==> src/rtl/timer_pwm_cfg_ctrl.sv <==
// timer_pwm_cfg_ctrl: bus-programmed shadow registers committed to a PWM timer at period boundaries or immediately.
module timer_pwm_cfg_ctrl #(
    parameter int DATA_W = 32,
    parameter int ADDR_W = 3,
    parameter logic [DATA_W-1:0] TOP_RST = 32'h0000_00FF
) (
    input  logic              clk,
    input  logic              reset,
    input  logic              wr_en,
    input  logic              rd_en,
    input  logic [ADDR_W-1:0] addr,
    input  logic [DATA_W-1:0] wdata,
    output logic [DATA_W-1:0] rdata,
    output logic              ack,
    input  logic              timer_interrupt,
    output logic [1:0]        TMR_SRC,
    output logic [1:0]        TMR_MODE,
    output logic [DATA_W-1:0] TIMER_TOP,
    output logic [DATA_W-1:0] PWM_CNTA,
    output logic [DATA_W-1:0] PWM_CNTB,
    output logic              timer_reset,
    output logic              irq
);
    localparam logic [ADDR_W-1:0] A_CTRL = ADDR_W'(0);
    localparam logic [ADDR_W-1:0] A_TOP  = ADDR_W'(1);
    localparam logic [ADDR_W-1:0] A_CNTA = ADDR_W'(2);
    localparam logic [ADDR_W-1:0] A_CNTB = ADDR_W'(3);
    localparam logic [ADDR_W-1:0] A_CMD  = ADDR_W'(4);
    localparam logic [ADDR_W-1:0] A_STAT = ADDR_W'(5);
    localparam logic [ADDR_W-1:0] A_PCNT = ADDR_W'(6);

    typedef enum logic [1:0] {IDLE, PENDING, APPLY, RESTART} state_t;
    state_t state_q, state_d;

    logic [1:0]        sh_src_q, sh_mode_q, act_src_q, act_mode_q;
    logic              sh_en_q, sh_ie_q, act_en_q;
    logic [DATA_W-1:0] sh_top_q, sh_cnta_q, sh_cntb_q;
    logic [DATA_W-1:0] act_top_q, act_cnta_q, act_cntb_q;
    logic [DATA_W-1:0] per_cnt_q, rdata_q, rd_val;
    logic              irq_flag_q, cfg_err_q, ack_q, trst_q, ti_q, bnd_q;
    logic              rcnt_q, rcnt_d;
    logic              rd, commit, restart, bnd, evt, changed, do_apply, set_err;
    logic              wr_stat, pending;

    assign rd      = rd_en & ~wr_en;
    assign commit  = wr_en && addr == A_CMD && wdata[0];
    assign wr_stat = wr_en && addr == A_STAT;
    assign restart = state_q == RESTART;
    assign pending = state_q != IDLE;
    // A boundary latched on the edge into RESTART belongs to the old configuration
    assign bnd     = bnd_q & ~restart;
    assign evt     = bnd & act_en_q;
    assign changed = sh_src_q != act_src_q || sh_mode_q != act_mode_q || sh_en_q != act_en_q;

    always_comb begin
        state_d  = state_q;
        do_apply = 1'b0;
        set_err  = 1'b0;
        rcnt_d   = restart & ~rcnt_q;
        case (state_q)
            IDLE:    if (commit) state_d = (wdata[1] || !act_en_q) ? APPLY : PENDING;
            PENDING: if ((commit && wdata[1]) || bnd) state_d = APPLY;
            APPLY: begin
                set_err  = sh_top_q == '0;
                do_apply = !set_err;
                state_d  = (do_apply && changed) ? RESTART : IDLE;
            end
            RESTART: if (rcnt_q) state_d = IDLE;
            default: state_d = IDLE;
        endcase
    end

    always_comb begin
        rd_val = '0;
        case (addr)
            A_CTRL: rd_val = {{(DATA_W-6){1'b0}}, sh_ie_q, sh_en_q, sh_mode_q, sh_src_q};
            A_TOP:  rd_val = sh_top_q;
            A_CNTA: rd_val = sh_cnta_q;
            A_CNTB: rd_val = sh_cntb_q;
            A_STAT: rd_val = {{(DATA_W-3){1'b0}}, cfg_err_q, irq_flag_q, pending};
            A_PCNT: rd_val = per_cnt_q;
            default: rd_val = '0;
        endcase
    end

    always_ff @(posedge clk) begin
        if (reset) begin
            state_q    <= IDLE;
            rcnt_q     <= 1'b0;
            sh_src_q   <= '0;
            sh_mode_q  <= '0;
            sh_en_q    <= 1'b0;
            sh_ie_q    <= 1'b0;
            sh_top_q   <= TOP_RST;
            sh_cnta_q  <= '0;
            sh_cntb_q  <= '0;
            act_src_q  <= '0;
            act_mode_q <= '0;
            act_en_q   <= 1'b0;
            act_top_q  <= TOP_RST;
            act_cnta_q <= '0;
            act_cntb_q <= '0;
            per_cnt_q  <= '0;
            irq_flag_q <= 1'b0;
            cfg_err_q  <= 1'b0;
            ack_q      <= 1'b0;
            rdata_q    <= '0;
            trst_q     <= 1'b1;
            ti_q       <= 1'b0;
            bnd_q      <= 1'b0;
        end else begin
            state_q <= state_d;
            rcnt_q  <= rcnt_d;
            trst_q  <= 1'b0;
            ack_q   <= wr_en | rd_en;
            rdata_q <= rd ? rd_val : '0;
            if (wr_en && addr == A_CTRL) begin
                sh_src_q  <= wdata[1:0];
                sh_mode_q <= wdata[3:2];
                sh_en_q   <= wdata[4];
                sh_ie_q   <= wdata[5];
            end
            if (wr_en && addr == A_TOP) sh_top_q <= wdata;
            if (wr_en && addr == A_CNTA) sh_cnta_q <= wdata;
            if (wr_en && addr == A_CNTB) sh_cntb_q <= wdata;
            if (do_apply) begin
                act_src_q  <= sh_src_q;
                act_mode_q <= sh_mode_q;
                act_en_q   <= sh_en_q;
                act_top_q  <= sh_top_q;
                act_cnta_q <= sh_cnta_q > sh_top_q ? sh_top_q : sh_cnta_q;
                act_cntb_q <= sh_cntb_q > sh_top_q ? sh_top_q : sh_cntb_q;
            end
            irq_flag_q <= evt | (irq_flag_q & ~(wr_stat & wdata[1]));
            cfg_err_q  <= set_err | (cfg_err_q & ~(wr_stat & wdata[2]));
            per_cnt_q  <= (restart || (wr_en && addr == A_PCNT)) ? '0 :
                          evt ? per_cnt_q + DATA_W'(1) : per_cnt_q;
            ti_q  <= restart ? 1'b0 : timer_interrupt;
            bnd_q <= restart ? 1'b0 : timer_interrupt & ~ti_q;
        end
    end

    assign rdata       = rdata_q;
    assign ack         = ack_q;
    assign TMR_SRC     = act_en_q ? act_src_q : 2'b00;
    assign TMR_MODE    = act_mode_q;
    assign TIMER_TOP   = act_top_q;
    assign PWM_CNTA    = act_cnta_q;
    assign PWM_CNTB    = act_cntb_q;
    assign timer_reset = trst_q | restart;
    assign irq         = irq_flag_q & sh_ie_q;
endmodule

==> config.mk <==
export PLATFORM = sky130hd
export DESIGN_NAME = timer_pwm_cfg_ctrl
export DESIGN_NICKNAME = d
export VERILOG_FILES = /design/src/rtl/timer_pwm_cfg_ctrl.sv
export SDC_FILE = /design/constraint.sdc
export NUM_CORES = 1
export LEC_CHECK = 0
export ABC_AREA = 1
export CAP_MARGIN = 20
export CORE_MARGIN = 3
export CORE_UTILIZATION = 35
export DETAILED_ROUTE_END_ITERATION = 10
export PLACE_DENSITY_LB_ADDON = 0.15
export SLEW_MARGIN = 20
export SYNTH_ARGS = -nofsm -noshare
export SYNTH_HDL_FRONTEND = slang
export SYNTH_SLANG_ARGS = --single-unit
==> constraint.sdc <==
create_clock -name clk -period 2 [get_ports clk]
set_clock_uncertainty 0.2 [all_clocks]
set_input_delay 0.3 -clock clk [delete_from_list [all_inputs] [get_ports clk]]
set_output_delay 0.3 -clock clk [all_outputs]
set_load 0.01 [all_outputs]
Word level (Yosys, flattened, before mapping)
Index checks and enable logic that the tools add are counted.
{"block": "word_totals", "reg_bits": 276, "latch_bits": 0, "ram_bits": 0, "romBits": 0, "n_memories": 0}
{"block": "op_classes", "add_sub_neg": 1, "mul": 0, "div_mod_pow": 0, "order_cmp": 2, "n_eq_ne": 15, "n_shift": 0, "muxes": 13, "bitwise_logic": 21, "reduce_logical": 25}
{"cell": "$pmux 32 s6", "n": 1}
{"cell": "$gt 32x32->1", "n": 2}
{"cell": "$mux 32", "n": 2}
{"cell": "$add 32x1->32 const B", "n": 1}
{"cell": "$logic_not 32->1", "n": 1}
{"cell": "$mux 2", "n": 6}
{"cell": "$and 1x1->1", "n": 10}
{"cell": "$logic_and 1x1->1", "n": 10}
{"cell": "$eq 3x3->1 const B", "n": 3}
{"cell": "$pmux 2 s4", "n": 1}
{"cell": "$not 1->1", "n": 7}
{"cell": "$eq 3x2->1 const B", "n": 2}
{"cell": "$ne 2x2->1 const B", "n": 3}
{"cell": "$reduce_or 2->1", "n": 3}
{"cell": "$logic_or 1x1->1", "n": 5}
{"cell": "$eq 2x2->1 const B", "n": 2}
{"cell": "$ne 2x2->1", "n": 2}
{"cell": "$or 1x1->1", "n": 4}
{"cell": "$eq 3x1->1 const B", "n": 1}
{"cell": "$logic_not 3->1", "n": 1}
{"cell": "$mux 1", "n": 3}
{"cell": "$reduce_and 3->1", "n": 1}
{"cell": "$eq 2x1->1 const B", "n": 1}
{"cell": "$logic_not 1->1", "n": 2}
{"cell": "3 further kinds", "n": 3}

Depth between registers and ports, before layout
Gate-level depths: netlist (run 1).
{"block": "logic_depth", "depth_word": 7, "depth_mapped": 19, "mapped_depth_nobuf": 18}

Worst setup path before layout (run 1)
No wires, ideal clock.
{"block": "synth_path", "path_kind": "reg2reg", "from": "register sh_top_q[31]", "to": "register act_cnta_q[10], in the netlist PWM_CNTA[10]", "arrival_ns": 1.870, "path_slack_ns": -0.125, "stages_incl_launch_ff": 14, "n_path_buf": 1, "cell_sequence": "dfxtp_1 -> inv_1 -> ha_1 -> nand2_1 -> nor2_1 -> nand2_1 -> nor2_1 -> nand4_1 -> nand2_1 -> buf_2 -> nand2_1 -> nand3_1 -> nand2_1 -> inv_1"}
{"block": "synth_via", "elab_chain_len": 3, "word_cells_on_any_way": 5, "cone_classes": "1 x order compare; 2 x mux; 2 x reduce/logical"}
{"element": "start, declared", "line_no": "37", "rtl": "logic [DATA_W-1:0] sh_top_q, sh_cnta_q, sh_cntb_q;"}
{"element": "start signal, assigned", "line_no": "123", "rtl": "if (wr_en && addr == A_TOP) sh_top_q <= wdata;"}
{"element": "branches (longest 3 deep; another with $gt 32x32->1)"}
{"element": "end signal, assigned", "line_no": "131", "rtl": "act_cnta_q <= sh_cnta_q > sh_top_q ? sh_top_q : sh_cnta_q;"}
{"element": "end, declared", "line_no": "38", "rtl": "logic [DATA_W-1:0] act_top_q, act_cnta_q, act_cntb_q;"}
Several ways; the timed one is not identified.
A chain may end at the register's enable or synchronous reset.

Worst setup path in the final report (run 1)
{"block": "layout_path", "from": "register sh_top_q[27]", "to": "register act_cntb_q[6], in the netlist PWM_CNTB[6]"}
{"block": "layout_via", "elab_chain_len": 3, "word_cells_on_any_way": 5, "cone_classes": "1 x order compare; 2 x mux; 2 x reduce/logical"}
{"element": "branches (longest 3 deep; another with $gt 32x32->1)"}
{"element": "end signal, assigned", "line_no": "132", "rtl": "act_cntb_q <= sh_cntb_q > sh_top_q ? sh_top_q : sh_cntb_q;"}
{"element": "end, declared", "line_no": "38"}
Several ways; the timed one is not identified.

==> impl_results.rst, run 1 <==
.. list-table::
   :header-rows: 1

   * - Metric
     - Value
   * - Fin. max-slew vios
     - 0
   * - Length in cells of the worst reg-to-reg path
     - 11
   * - Clock latency reported for the late side of the worst-skew pair
     - approximately 0.58 ns
   * - Avg Cell Area, Syn
     - around 7.2 um^2
   * - Most common cell after layout, fill and taps aside
     - nand2_1
   * - Layout cells sized above 1
     - a little under a quarter
   * - Syn Nets
     - 1,952
   * - TritonCTS clock tree
     - yes
   * - Number of iterations in the first detailed-routing pass
     - 5
   * - Worst hold path type
     - in2reg
   * - End of the worst register-to-register path
     - PWM_CNTB[6]
   * - Xor-xnor portion of the synthesized cell area
     - 0.994%
   * - Bufs on Longest Clock Path
     - 3
   * - Share of synthesized area occupied by flip-flops and latches
     - a little over two fifths
   * - Inserted Clock Buffers
     - 31
   * - Setup ws final
     - -0.377 ns
   * - Initial Util
     - 35.8%
   * - Critical path buffers and inverters
     - 5
   * - Routability-driven placement congestion ratio
     - 0.926
   * - WHS Path Cells
     - 3
   * - Post-detailed-routing wire length
     - 53,600 um
   * - Slowest cell on the critical path
     - nor2_4
   * - Wirelength per Cell
     - between 15 and 20 um
   * - Number of filler cells placed in the layout
     - about 3.6k
   * - Die height
     - 200 um
   * - Diode count
     - 0
   * - Number of placement rows
     - 70
   * - Number of nets in the finished design
     - 2,327
   * - Main combinational cell family by area after synthesis
     - simple AND/OR/NAND/NOR gates
   * - Clock-pin slew of the registers on the worst-case setup and hold paths
     - ~0.060 ns
   * - Number of antenna violations at the first check in global routing
     - 1
   * - Max-cap violations
     - 0
   * - Die Outline Area
     - between 0.04 and 0.05 mm^2
   * - Critical Path Source Type
     - flip-flop
   * - Status
     - complete, but fails checks
   * - End point of the most critical hold path
     - ti_q
   * - Number of design-rule violations left by the first detailed-router iteration
     - 1,304
   * - Global-route total usage across every layer
     - about a quarter
   * - Die W
     - 200 um
   * - Flop-to-flop setup slack
     - -0.38 ns
   * - Complex-gate fraction of the synthesized area
     - between 15 and 20%
   * - Total of endpoints with negative setup slack in the final report
     - 104
   * - Leakage power summed over all cells
     - ~8.8 nW
   * - Largest incremental delay on the critical path
     - 0.44 ns
   * - Sequence of cells on the critical path
     - nor4_4 > buf_4 > nand4_1 > buf_4 > nor2_4 > nor2_4 > buf_6 > buf_16 > nand3_1 > nand2_1 > inv_1
   * - Largest cells by area after synthesis
     - dfxtp_1, nand2_1, nor2_1
   * - Post-synthesis instance area
     - 0.0132 mm^2
   * - Slew headroom
     - roughly 58%
   * - Post-DRT Antenna Nets
     - 0
   * - Maximum number of pins on one net before global-route repair
     - between 80 and 90
   * - Crit path required time
     - 2.25 ns
   * - Most frequent cells in the layout
     - nand2_1, dfxtp_1, nor2_1
   * - CTS Sinks
     - 276
   * - Count of vias placed by the detailed router
     - approximately 14k
   * - Worst IR drop on VDD
     - slightly above 700 uV
   * - Cell family contributing the most delay on the critical path
     - simple AND/OR/NAND/NOR gates
   * - Post-layout min period
     - 2.38 ns
   * - Relative area change from synthesis to final layout
     - 48.2%
   * - Warning count from the yosys run
     - 0
   * - H-tree depth reported by CTS
     - 1
   * - Violated checks
     - setup timing
   * - Setup repair after global routing missed its margin
     - yes
   * - # port buffers
     - 174
   * - Hold WS
     - 0.103 ns
   * - Finished Layout Cells
     - approximately 2.7k
   * - Placed insts
     - 2,669
   * - Area leader, netlist
     - dfxtp_1
   * - Power density normalized to cell area
     - around 860 mW/mm^2
   * - Share of the clock period used by the worst path
     - 119%
   * - Standard cell core area
     - between 0.03 and 0.04 mm^2
   * - Share of the core filled with cells
     - a little over half
   * - Share of cell area taken by muxes after synthesis
     - 0%
   * - Fraction of post-synthesis cell area in the top cell type by area
     - around two fifths
   * - Count of final hold-check violations
     - 0
   * - Critical Path End Type
     - flip-flop
   * - Post-synthesis adder-cell area fraction
     - under 10%
   * - Via count normalized by instance count
     - ~5.1
   * - Hold_sp
     - timer_interrupt
   * - Worst setup path class
     - reg2reg
   * - CTS root buffer
     - clkbuf_16
   * - Global-route wire length before repair
     - approximately 80,000 um
   * - Synthesized-area fraction occupied by and/or/nand/nor cells
     - a little over a quarter
   * - Number of design rule violations left after detail routing
     - 0
   * - I/O pins
     - 175
   * - Tightest Pin Transition
     - around 0.6 ns
   * - Yosys cell types
     - 41
   * - Setup tns final
     - -32.99 ns
   * - DPL Wire Length
     - between 30,000 and 40,000 um
   * - Worst Path Max Fanout
     - 9
   * - Synthesized flop and latch total
     - about 280
   * - Arrival @ worst endpoint
     - about 2.6 ns
   * - Reg-to-reg startpoint
     - sh_top_q[27]
   * - Final global-route overflow total
     - 0
   * - Maximum achievable frequency
     - ~0.42 GHz
   * - Number of cells produced by synthesis
     - 1,847
   * - Vias in the first global route
     - roughly 13k
## worst min-delay path: cells and delay by family
kind | cells | cell delay, ns
buffers and inverters | 2 | 0.46
and+or+nand+nor | 1 | 0.04
## how the worst max path moves through the flow
| stage | startpoint | endpoint | cells after the start |
|---|---|---|---|
| 2_1_floorplan | sh_top_q[21] | PWM_CNTA[20] | 13 |
| 3_3_place_gp | sh_top_q[24] | PWM_CNTB[31] | 10 |
| 3_5_place_dp | sh_top_q[24] | PWM_CNTB[31] | 10 |
| 4_1_cts | sh_top_q[27] | PWM_CNTA[8] | 11 |
| 5_1_grt | sh_top_q[11] | PWM_CNTA[4] | 14 |
| 6_report | sh_top_q[27] | PWM_CNTB[6] | 11 |
## logic make-up after synthesis
family                     count (synthesis)
and+or+nand+nor                          831
xor gates and xnor gates                  15
AOI/OAI and AO/OA                        363
adders and majority gates                 65
buffers and inverters                    297
DFF                                      276
## layer usage
| layer | track usage [%] | wire length [um] |
|---|---|---|
| met5 | 0 | 10 |
| met2 | 37.3 | 22500 |
| met4 | 5.90 | 1050 |
| met1 | 37.4 | 25000 |
| met3 | 5.20 | 5000 |
## area by class of cell
type                            instances  area (um^2)  share of cell area [%]
Clock inverter                         14          179                   0.913
Multi-Input combinational cell       1274         7220                    36.8
Sequential cell                       276         5580                    28.5
Clock buffer                           42          917                    4.68
Tap cell                              504          631                    3.22
Inverter                              195          734                    3.75
Timing Repair Buffer                  444         4330                    22.1
## repair_timing
action	4_1_cts	5_1_grt
hold buffers	1	0
gates cloned	6	6
endpoints found under the setup margin	130	141
resized for setup	102	145
hold endpoints to repair	3	0
pin swaps	2	27
buffers inserted	5	6
## cells in the mapped netlist
cell type and count:
a221oi_1 3, nand2_2 4, nand3_4 1, inv_1 182, o21ai_1 4, nor2_4 2
nand4_2 1, buf_4 4, buf_1 3, dfxtp_1 276, o211ai_1 14, o221ai_1 17
ha_1 65, nand3_1 173, nor2_1 277, inv_2 13, clkbuf_1 68, a21oi_1 157
o21ai_2 1, a21o_1 2, nor4_2 2, a31oi_1 12, buf_6 7, o21a_1 5
o22ai_1 4, or2_2 2, xor2_1 13, nor3_4 1, nor4_1 10, nand4_1 12
and2_1 1, nand2_1 317, nor3b_1 4, nor3_2 3, xnor2_1 2, buf_2 20
a2111oi_0 3, a22oi_1 10, o21ai_0 131, nor3_1 18, nor2_2 3
## metrics by stage
step / worst slack [ns] / area [um^2] / power, mW
6_report: -0.377 / 19600 / 16.8
3_5_place_dp: -0.536 / 17400 / 10.1
4_1_cts: -0.316 / 18900 / 16.5
2_1_floorplan: -0.0286 / 13400 / 8.29
3_3_place_gp: -0.558 / 17400 / 10.1
5_1_grt: -0.441 / 19600 / 17.5
## report_power, final
part           switching [mW]  internal [mW]
sequential              0.327           5.96
clock                    2.43           3.70
combinational            2.34           2.01
total                    5.10           11.7
## state kept, by name, summed over array words and instances, names as in the netlist, 2 cells and up
register   flops
PWM_CNTA      32
PWM_CNTB      32
TIMER_TOP     32
per_cnt_q     32
rdata         32
sh_cnta_q     32
sh_cntb_q     32
sh_top_q      32
TMR_MODE       2
act_src_q      2
sh_mode_q      2
sh_src_q       2
state_q        2
No activity file was read; power rests on OpenSTA's default activity.
==> run 2: changes to the inputs <==
--- a/config.mk
+++ b/config.mk
@@ -9,6 +9,7 @@
 export CAP_MARGIN = 20
 export CORE_MARGIN = 3
 export CORE_UTILIZATION = 35
+export CTS_CLUSTER_DIAMETER = 30
 export DETAILED_ROUTE_END_ITERATION = 10
 export PLACE_DENSITY_LB_ADDON = 0.15
 export SLEW_MARGIN = 20
==> run 2 against run 1 <==
Effect of this change:
- the flow still finishes with violations (setup timing)
- design area up 10%
- combinational power up 14%
- global-route usage up 1.1 points
- critical path depth up 1
- sequential cell count unchanged
- non-clock buffer count up 12
- critical path type unchanged
- critical endpoint is now PWM_CNTA[10]
- largest power group is now clock
- highest routed layer unchanged
==> impl_results.rst, run 2 (same netlist as run 1, synthesis figures left out) <==
.. list-table::
   :header-rows: 1

   * - Metric
     - Value
   * - Status
     - complete, but fails checks
   * - Violated checks
     - setup timing
   * - Die height
     - approximately 200 um
   * - Largest incremental delay on the critical path
     - 0.35 ns
   * - Maximum number of pins on one net before global-route repair
     - 87
   * - CTS root buffer
     - clkbuf_16
   * - Clock latency reported for the late side of the worst-skew pair
     - ~0.57 ns
   * - I/O pins
     - ~180
   * - Wirelength per Cell
     - ~20 um
   * - Max-cap violations
     - 0
   * - Number of iterations in the first detailed-routing pass
     - 6
   * - Die W
     - 200 um
   * - Bufs on Longest Clock Path
     - 3
   * - Share of the clock period used by the worst path
     - 120%
   * - Count of final hold-check violations
     - 0
   * - H-tree depth reported by CTS
     - 3
   * - Number of nets in the finished design
     - between 2k and 2.5k
   * - Critical Path End Type
     - flip-flop
   * - Critical Path Source Type
     - flip-flop
   * - Share of the core filled with cells
     - approximately 60%
   * - Tightest Pin Transition
     - a little over 0.6 ns
   * - Leakage power summed over all cells
     - approximately 10 nW
   * - Dpl cell area
     - 0.0174 mm^2
   * - Multi-input combinational cell area
     - roughly 0.0074 mm^2
   * - Global-route total usage across every layer
     - roughly a quarter
   * - Layout cells sized above 1
     - between 20% and 30%
   * - Hold WS
     - around 0.097 ns
   * - Standard cell core area
     - between 0.03 and 0.04 mm^2
   * - Arrival @ worst endpoint
     - 2.66 ns
   * - Initial Util
     - 35.8%
   * - Worst hold path type
     - in2reg
   * - Most common cell after layout, fill and taps aside
     - nand2_1
   * - Post-DRT Antenna Nets
     - 0
   * - Number of design rule violations left after detail routing
     - 0
   * - Setup ws final
     - -0.393 ns
   * - Fin area
     - ~0.022 mm^2
   * - Slowest cell on the critical path
     - dfxtp_4
   * - Number of filler cells placed in the layout
     - ~3.4k
   * - Post-detailed-routing wire length
     - approximately 56,000 um
   * - Finished Layout Cells
     - roughly 2.8k
   * - Placed insts
     - 2,669
   * - Slew headroom
     - between 50% and 60%
   * - Number of design-rule violations left by the first detailed-router iteration
     - 1,419
   * - # port buffers
     - ~170
   * - Post-layout min period
     - around 2.4 ns
   * - Routability-driven placement congestion ratio
     - around 0.9
   * - Count of vias placed by the detailed router
     - between 10k and 15k
   * - Diode count
     - 0
   * - Number of antenna violations at the first check in global routing
     - 2
   * - Fin. max-slew vios
     - 0
   * - Most frequent cells in the layout
     - nand2_1, dfxtp_1, buf_4
   * - Final global-route overflow total
     - 0
   * - Setup repair after global routing missed its margin
     - yes
   * - Crit path required time
     - 2.27 ns
   * - Maximum achievable frequency
     - approximately 0.42 GHz
   * - DPL Wire Length
     - around 38,000 um
   * - Worst IR drop on VDD
     - 605 uV
   * - Clock-pin slew of the registers on the worst-case setup and hold paths
     - about 0.040 ns
   * - Setup tns final
     - -33.93 ns
   * - Relative area change from synthesis to final layout
     - 63.2%
   * - Area taken by flip-flops and latches
     - 0.00557 mm^2
   * - Worst Path Max Fanout
     - 6
   * - TritonCTS clock tree
     - yes
   * - Total power after layout
     - 23.3 mW
   * - Worst setup path class
     - reg2reg
   * - Total of endpoints with negative setup slack in the final report
     - a little over 100
   * - Inserted Clock Buffers
     - between 70 and 80
   * - Via count normalized by instance count
     - approximately 5
   * - Global-route wire length before repair
     - slightly above 80,000 um
   * - Number of placement rows
     - 70
   * - CTS Sinks
     - approximately 280
   * - Power density normalized to cell area
     - 1080 mW/mm^2
   * - Vias in the first global route
     - ~14k
   * - Die Outline Area
     - approximately 0.040 mm^2
   * - Cell family contributing the most delay on the critical path
     - simple AND/OR/NAND/NOR gates
   * - Sequence of cells on the critical path
     - nor4_4 > buf_4 > nand4_1 > buf_4 > nor2_4 > nor2_4 > buf_8 > clkbuf_16 > nor2_1 > nor2_1 > nand2_1 > inv_1
   * - Worst setup slack after placement
     - -0.536 ns
   * - Critical path buffers and inverters
     - 5
## run 2: cell count changes in the layout (fill, tap and decap cells not counted), sizes merged
cell           before  now
buf               264  271
clkinv              8   18
clkdlybuf4s50     123  113
dlygate4sd2        25   24
bufbuf              0    1
bufinv              4   12
clkbuf             49  101
dlymetal6s2s       24   35
inv               195  200
clkinvlp            2    5
## run 2: area by class of cell
cell class	count	share of cell area [%]
clock inverter	40	2.50
inverter	195	3.40
clock buffer	90	9.09
tap	504	2.92
timing repair buffer	456	21.8
multi-input combinational	1274	34.5
sequential	276	25.8
## run 2: final timing paths
kind	startpoint	cells past startpoint	end	slack, ns
worst max-delay path	sh_top_q[27]	12	PWM_CNTA[10]	-0.39
worst min-delay path	timer_interrupt	3	ti_q	0.1
worst max register to register	sh_top_q[27]	12	PWM_CNTA[10]	-0.39
worst min register to register	ti_q	1	bnd_q	0.19
## run 2: repair_timing
item | in CTS | in global routing
hold endpoints to repair | 3 | 0
resized for setup | 169 | 181
cloned | 9 | 11
hold buffers | 1 | 0
endpoints found under the setup margin | 122 | 136
buffers inserted | 14 | 4
pin swaps | 11 | 66
## run 2: layer usage
metal  vias to the layer above  share of wire (%)  global-route usage, %
met5                         -              0.021                      0
met4                         2                2.2                   8.18
met3                        89                8.4                   5.87
met2                       618                 43                   39.0
met1                      6815                 46                   38.0
li1                       6999                  -                      -
## run 2: worst reg2reg max path: stages (launching register included)
cell and delay (ns):
dfxtp_4 0.35, nor4_4 0.25, buf_4 0.18, nand4_1 0.23
buf_4 0.25, nor2_4 0.11, nor2_4 0.10, buf_8 0.18
clkbuf_16 0.19, nor2_1 0.09, nor2_1 0.05, nand2_1 0.09
inv_1 0.04
## run 2: power by group
| group | switching (mW) | internal [mW] | total [mW] |
|---|---|---|---|
| Combinational | 2.57 | 2.40 | 4.97 |
| Clock | 3.51 | 8.43 | 11.9 |
| Sequential | 0.392 | 5.99 | 6.38 |
==> RTL change 1, RTL diff (settings of run 2) <==
Re-encode `state_t` (4 states) as Gray code, 2 bits wide.
--- a/src/rtl/timer_pwm_cfg_ctrl.sv
+++ b/src/rtl/timer_pwm_cfg_ctrl.sv
@@ -31,3 +31,3 @@
 
-    typedef enum logic [1:0] {IDLE, PENDING, APPLY, RESTART} state_t;
+    typedef enum logic [1:0] {IDLE = 2'b00, PENDING = 2'b01, APPLY = 2'b11, RESTART = 2'b10} state_t;
     state_t state_q, state_d;
Behaviour: no difference found for any inputs over 4 cycles, from zero or initial values and one cycle with reset high; so few cycles prove little.
==> RTL change 1 against run 2 <==
The flow still finishes with violations (negative setup slack); first-iteration DRC count fell by 9.9%; sequential power fell by 11%; area after synthesis rose by 0.10%; worst setup slack got worse by 0.080 ns; sequential share of layout area fell by 1.7 points; cell area rose by 7.0%; power fell by 0.39%; sequential cell count did not move; routed wire length rose by 6.2%; non-clock buffer count rose by 21; critical path type unchanged; highest routed layer is now met4.
==> RTL change 1: results (changes against run 2) <==
status=complete, but fails checks; failing checks=negative setup slack; dpl ws=-0.512 ns (+0.0241 ns); GRT Util Overall=0.271 (+0.00816); sw frac=0.247 (-0.0312); synth unique cells=40 (-2.4%); leakage dissipation=10.5 nW (+6.3%); total wire length=59,400 µm (+6.2%); Tightest Pin Transition=0.529 ns (-0.0799 ns); synth top area cells=dfxtp_1 42%, nor2_1 9.2%, nand2_1 9.1%; TritonCTS Buffers=83 (+17%); initial antenna violation count=1 (-1); post-synthesis sequential area ratio=0.417 (-0.000435); first-pass GRT wire length=86,100 µm (+4.0%); detailed-route via count=15,200 (+4.4%); starting DRC count in detailed routing=1,278 (-9.9%); Final nets=2,451 (+3.0%); syn nets=1,988 (+1.8%); area share of the largest cell type after synthesis=0.417 (-0.000435); Max VDD drop=0.623 mV (+3.0%); share of post-route cells with drive strength above 1=0.325 (+0.0456); # setup viols final=103 (unchanged); global placer's final weighted congestion=0.915 (-1.3%); Crit. Startpoint=sh_top_q[20]$_SDFFE_PP0P_; CP arrival=2.80 ns (+0.14 ns); Worst Setup Slack, final=-0.473 ns (-0.0801 ns); Post-synth top cells=325 x nor2_1, 320 x nand2_1, 276 x dfxtp_1, 202 x inv_1, 171 x nand3_1; HPWL Detailed=37,700 µm (-1.3%); largest net degree at the start of global routing=71 (-18%); TritonRoute pass-1 iters=5 (-1); slowest cell on the critical path=dfxtp_2; clk_lat worst skew=0.59 ns (+0.02 ns); critical path peak fanout=8 (+2)
[RTL change 1: changes by cell type in the layout (fill, tap and decap cells not counted), moves of 19 or more]
cell / before / now
nand2_1: 299 / 260
o21ai_0: 101 / 120
nand3_2: 19 / 84
nand3_1: 152 / 85
o21ai_2: 28 / 5
nand2_2: 17 / 41
nor2_1: 206 / 276
[RTL change 1: final cells by class]
class | instances | area, µm²
Sequential cell | 276 | 5570
Inverter | 205 | 779
Timing Repair Buffer | 477 | 4980
Multi-Input combinational cell | 1303 | 7970
Clock buffer | 106 | 2340
Antenna cell | 1 | 2.50
Tap cell | 504 | 631
Fill cell | 3177 | 13900
Clock inverter | 49 | 810
[RTL change 1: worst paths after layout]
kind	endpoint	slack [ns]	cells past startpoint
hold reg to reg	bnd_q$_SDFF_PP0_	0.19	1
setup reg to reg	PWM_CNTB[18]$_SDFFE_PP0P_	-0.47	15
hold / removal	ti_q$_SDFF_PP0_	0.09	3
setup / recovery	PWM_CNTB[18]$_SDFFE_PP0P_	-0.47	15
[RTL change 1: tightest hold or removal path: stages]
cell,delay [ns]
clkdlybuf4s50_1,0.40
inv_1,0.08
nor2_1,0.05
[RTL change 1: repair_timing]
action	CTS	global route
gates cloned	15	14
setup endpoints to repair	136	143
hold endpoints to repair	6	0
pin swaps	52	68
hold buffers	1	0
buffers inserted	20	23
resized for setup	239	246
[RTL change 1: cell families (layout without fill, tap and decap cells)]
family,count (synthesis),count (layout),synth area share
adders and majority gates,65,65,0.0614
other,0,1,0
AOI/OAI and AO/OA,348,348,0.147
DFF,276,276,0.417
buffers and inverters,305,837,0.0893
xor gates and xnor gates,12,12,0.00794
and+or+nand+nor,877,878,0.277
[RTL change 1: stage by stage]
step	setup TNS [ns]	cells	utilization	cell area (µm²)
floorplan	-0.855	1883	-	13400
global placement	-67.95	2699	0.468	17300
detailed placement	-71.43	2699	0.468	17300
CTS	-28.51	2890	0.593	21900
global route	-38.93	2921	0.624	23100
finish	-33.85	2921	0.624	23100
[RTL change 1: power groups by stage]
stage	Combinational [mW]	Clock [mW]	Sequential [mW]
after floorplan	0.858	0	5.77
after global placement	1.74	0	5.75
after detailed placement	1.75	0	5.75
after CTS	2.53	14.8	5.67
after global routing	2.89	15.2	5.68
final	2.77	14.8	5.67
[RTL change 1: routing by layer]
| layer | wire [µm] | part of all wire | track usage |
|---|---|---|---|
| met1 | 25800 | 0.43 | 0.363 |
| met2 | 26600 | 0.45 | 0.433 |
| met5 | 0 | 0 | 0 |
| met4 | 2270 | 0.038 | 0.102 |
| met3 | 4720 | 0.079 | 0.0543 |
==> RTL change 2, RTL diff (settings of run 2) <==
Without the edit above. Set the parameter `DATA_W` to 28 (it was 32).
--- a/src/rtl/timer_pwm_cfg_ctrl.sv
+++ b/src/rtl/timer_pwm_cfg_ctrl.sv
@@ -2,3 +2,3 @@
 module timer_pwm_cfg_ctrl #(
-    parameter int DATA_W = 32,
+    parameter int DATA_W = 28,
     parameter int ADDR_W = 3,
Interface: changed (5 resized); port bits go from 175 to 155. No check against the original RTL was run, so the function may have changed too.
==> RTL change 2 against run 2 <==
The flow still finishes with violations (negative setup slack); synthesized cell count shrank 10%; routed wire length shrank 11%; power shrank 10%; cell area shrank 8.4%; area after synthesis shrank 11%; worst setup slack gained 0.093 ns; non-clock buffer count shrank 38; combinational power shrank 8.0%; sequential cell count shrank 32; critical endpoint is now PWM_CNTB[2]$_SDFFE_PP0P_; largest cell class unchanged.
==> RTL change 2: results (changes against run 2) <==
status=complete, but fails checks; failing checks=negative setup slack; post-synthesis sequential area ratio=0.413 (-0.00474); CP max stage delay=0.32 ns (-0.03 ns); # setup viols final=91 (-12%); Post-synth ARST share=0 (unchanged); synth top area cells=dfxtp_1 41%, nand2_1 9.3%, nor2_1 8.1%; met2 Resource Use GR=0.407 (+0.0170); sw power=5.91 mW (-8.6%); HPWL Detailed=32,500 µm (-15%); total wire length=49,600 µm (-11%); synth unique cells=40 (-2.4%); Post-synth top cells=294 x nand2_1, 256 x nor2_1, 244 x dfxtp_1, 176 x inv_1, 138 x nand3_1; leakage dissipation=8.66 nW (-13%); largest net degree at the start of global routing=50 (-43%); CTS Buffer Depth=3 (unchanged); Yosys warning count=0 (unchanged); CP arrival=2.59 ns (-0.07 ns); clk_lat worst skew=0.55 ns (-0.02 ns); syn nets=1,754 (-10%); synthesized area per cell=7.12 µm² (-0.57%); Max VDD drop=0.747 mV (+23%); met1 Resource Use GR=0.356 (-0.0235); initial antenna violation count=0 (-2); GRT Util Overall=0.260 (-0.00316); detailed-route via count=13,200 (-9.2%); TritonRoute pass-1 iters=6 (unchanged); critical path's top delay family=buffers and inverters; first-pass GRT wire length=73,000 µm (-12%); final antenna-violating net count=0 (unchanged); dpl cells=2,400 (-10%); global placer's final weighted congestion=0.911 (-1.6%); met3 GRT Util=0.0507 (-0.00800); worst hold path type=in -> reg; slowest cell on the critical path=dfxtp_2; depth of the most critical reg-to-reg path=13 (+1); worst r2r src=sh_top_q[16]$_SDFFE_PP0P_; mean routed wirelength per cell=19.4 µm (-1.6%); dpl ws=-0.381 ns (+0.155 ns); Clk Tree Root Cell=clkbuf_16; Worst Setup Slack, final=-0.300 ns (+0.0933 ns); hold_sp=timer_interrupt; TritonCTS Buffers=68 (-4.2%); critical path peak fanout=6 (unchanged); clk slew on worst S/H paths=0.04 ns (about the same); diode count=0 (unchanged); share of post-route cells with drive strength above 1=0.310 (+0.0312); Final nets=2,159 (-9.2%); hold depth=3 (unchanged); htree depth=3 (unchanged); starting DRC count in detailed routing=1,093 (-23%); Rel. slew slack=0.634 (+0.0500); hold path endpoint=ti_q$_SDFF_PP0_; RR Endpoint=PWM_CNTB[2]$_SDFFE_PP0P_; Port-buffer cells=154 (-11%)
## RTL change 2: cell types whose count changed after synthesis, sizes merged, moves of 21 or more
cell and change:
nand3 -35, clkbuf -24, a21oi -34, o22ai +21
nand2 -24, a221oi +23, dfxtp -32
## RTL change 2: worst max path at each step
stage,slack (ns),startpoint,endpoint,depth (start not counted)
2_1_floorplan,-0.001,sh_top_q[25]$_SDFFE_PP0P_,PWM_CNTA[27]$_SDFFE_PP0P_,15
3_3_place_gp,-0.35,sh_top_q[26]$_SDFFE_PP0P_,PWM_CNTA[22]$_SDFFE_PP0P_,13
3_5_place_dp,-0.38,sh_top_q[26]$_SDFFE_PP0P_,PWM_CNTA[22]$_SDFFE_PP0P_,13
4_1_cts,-0.25,sh_top_q[24]$_SDFFE_PP0P_,PWM_CNTA[5]$_SDFFE_PP0P_,13
5_1_grt,-0.35,sh_top_q[16]$_SDFFE_PP0P_,PWM_CNTA[18]$_SDFFE_PP0P_,15
6_report,-0.30,sh_top_q[16]$_SDFFE_PP0P_,PWM_CNTB[2]$_SDFFE_PP0P_,13
## RTL change 2: timing repair
action                                  4_1_cts  5_1_grt
pin swaps                                    38       44
buffers inserted                             14        5
endpoints found under the hold margin         4        0
cloned                                       10        8
hold buffers                                  1        0
resized for setup                           206      149
endpoints found under the setup margin       99      110
## RTL change 2: logic make-up after synthesis
group           synth area share
fa+ha+maj                 0.0603
buf+inv                   0.0949
flops                      0.413
compound gates             0.154
simple gates               0.267
xor+xnor                  0.0111
## RTL change 2: per-layer routing
layer  routed length (µm)  part of all wire
met4                 1530             0.031
met1                22100              0.44
met2                22200              0.45
met3                 3820             0.077
met5                    0                 0
## RTL change 2: power groups by stage
stage	Clock (mW)	Sequential [mW]	Combinational, mW
finish	10.8	5.59	4.57
global route	11.2	5.64	4.89
CTS	10.9	5.57	4.09
detailed placement	0	5.63	3.39
global placement	0	5.62	3.37
floorplan	0	5.74	1.60
## RTL change 2: layout make-up
class                           count  area [µm²]
Timing Repair Buffer              418        4290
Multi-Input combinational cell   1143        6920
Sequential cell                   244        4930
Clock inverter                     31         374
Clock buffer                       89        1930
Tap cell                          442         553
Fill cell                        2847       13200
Inverter                          190         751
Timing Repair inverter              1        16.3
## RTL change 2: through the flow
| stage | hold WS, ns | TNS (ns) | instance area (µm²) |
|---|---|---|---|
| 2_1_floorplan | 0.128 | -0.00853 | 11900 |
| 3_3_place_gp | 0.180 | -36.57 | 15500 |
| 3_5_place_dp | 0.183 | -39.22 | 15500 |
| 4_1_cts | 0.0807 | -16.90 | 18900 |
| 5_1_grt | 0.120 | -25.43 | 19800 |
| 6_report | 0.0971 | -21.24 | 19800 |
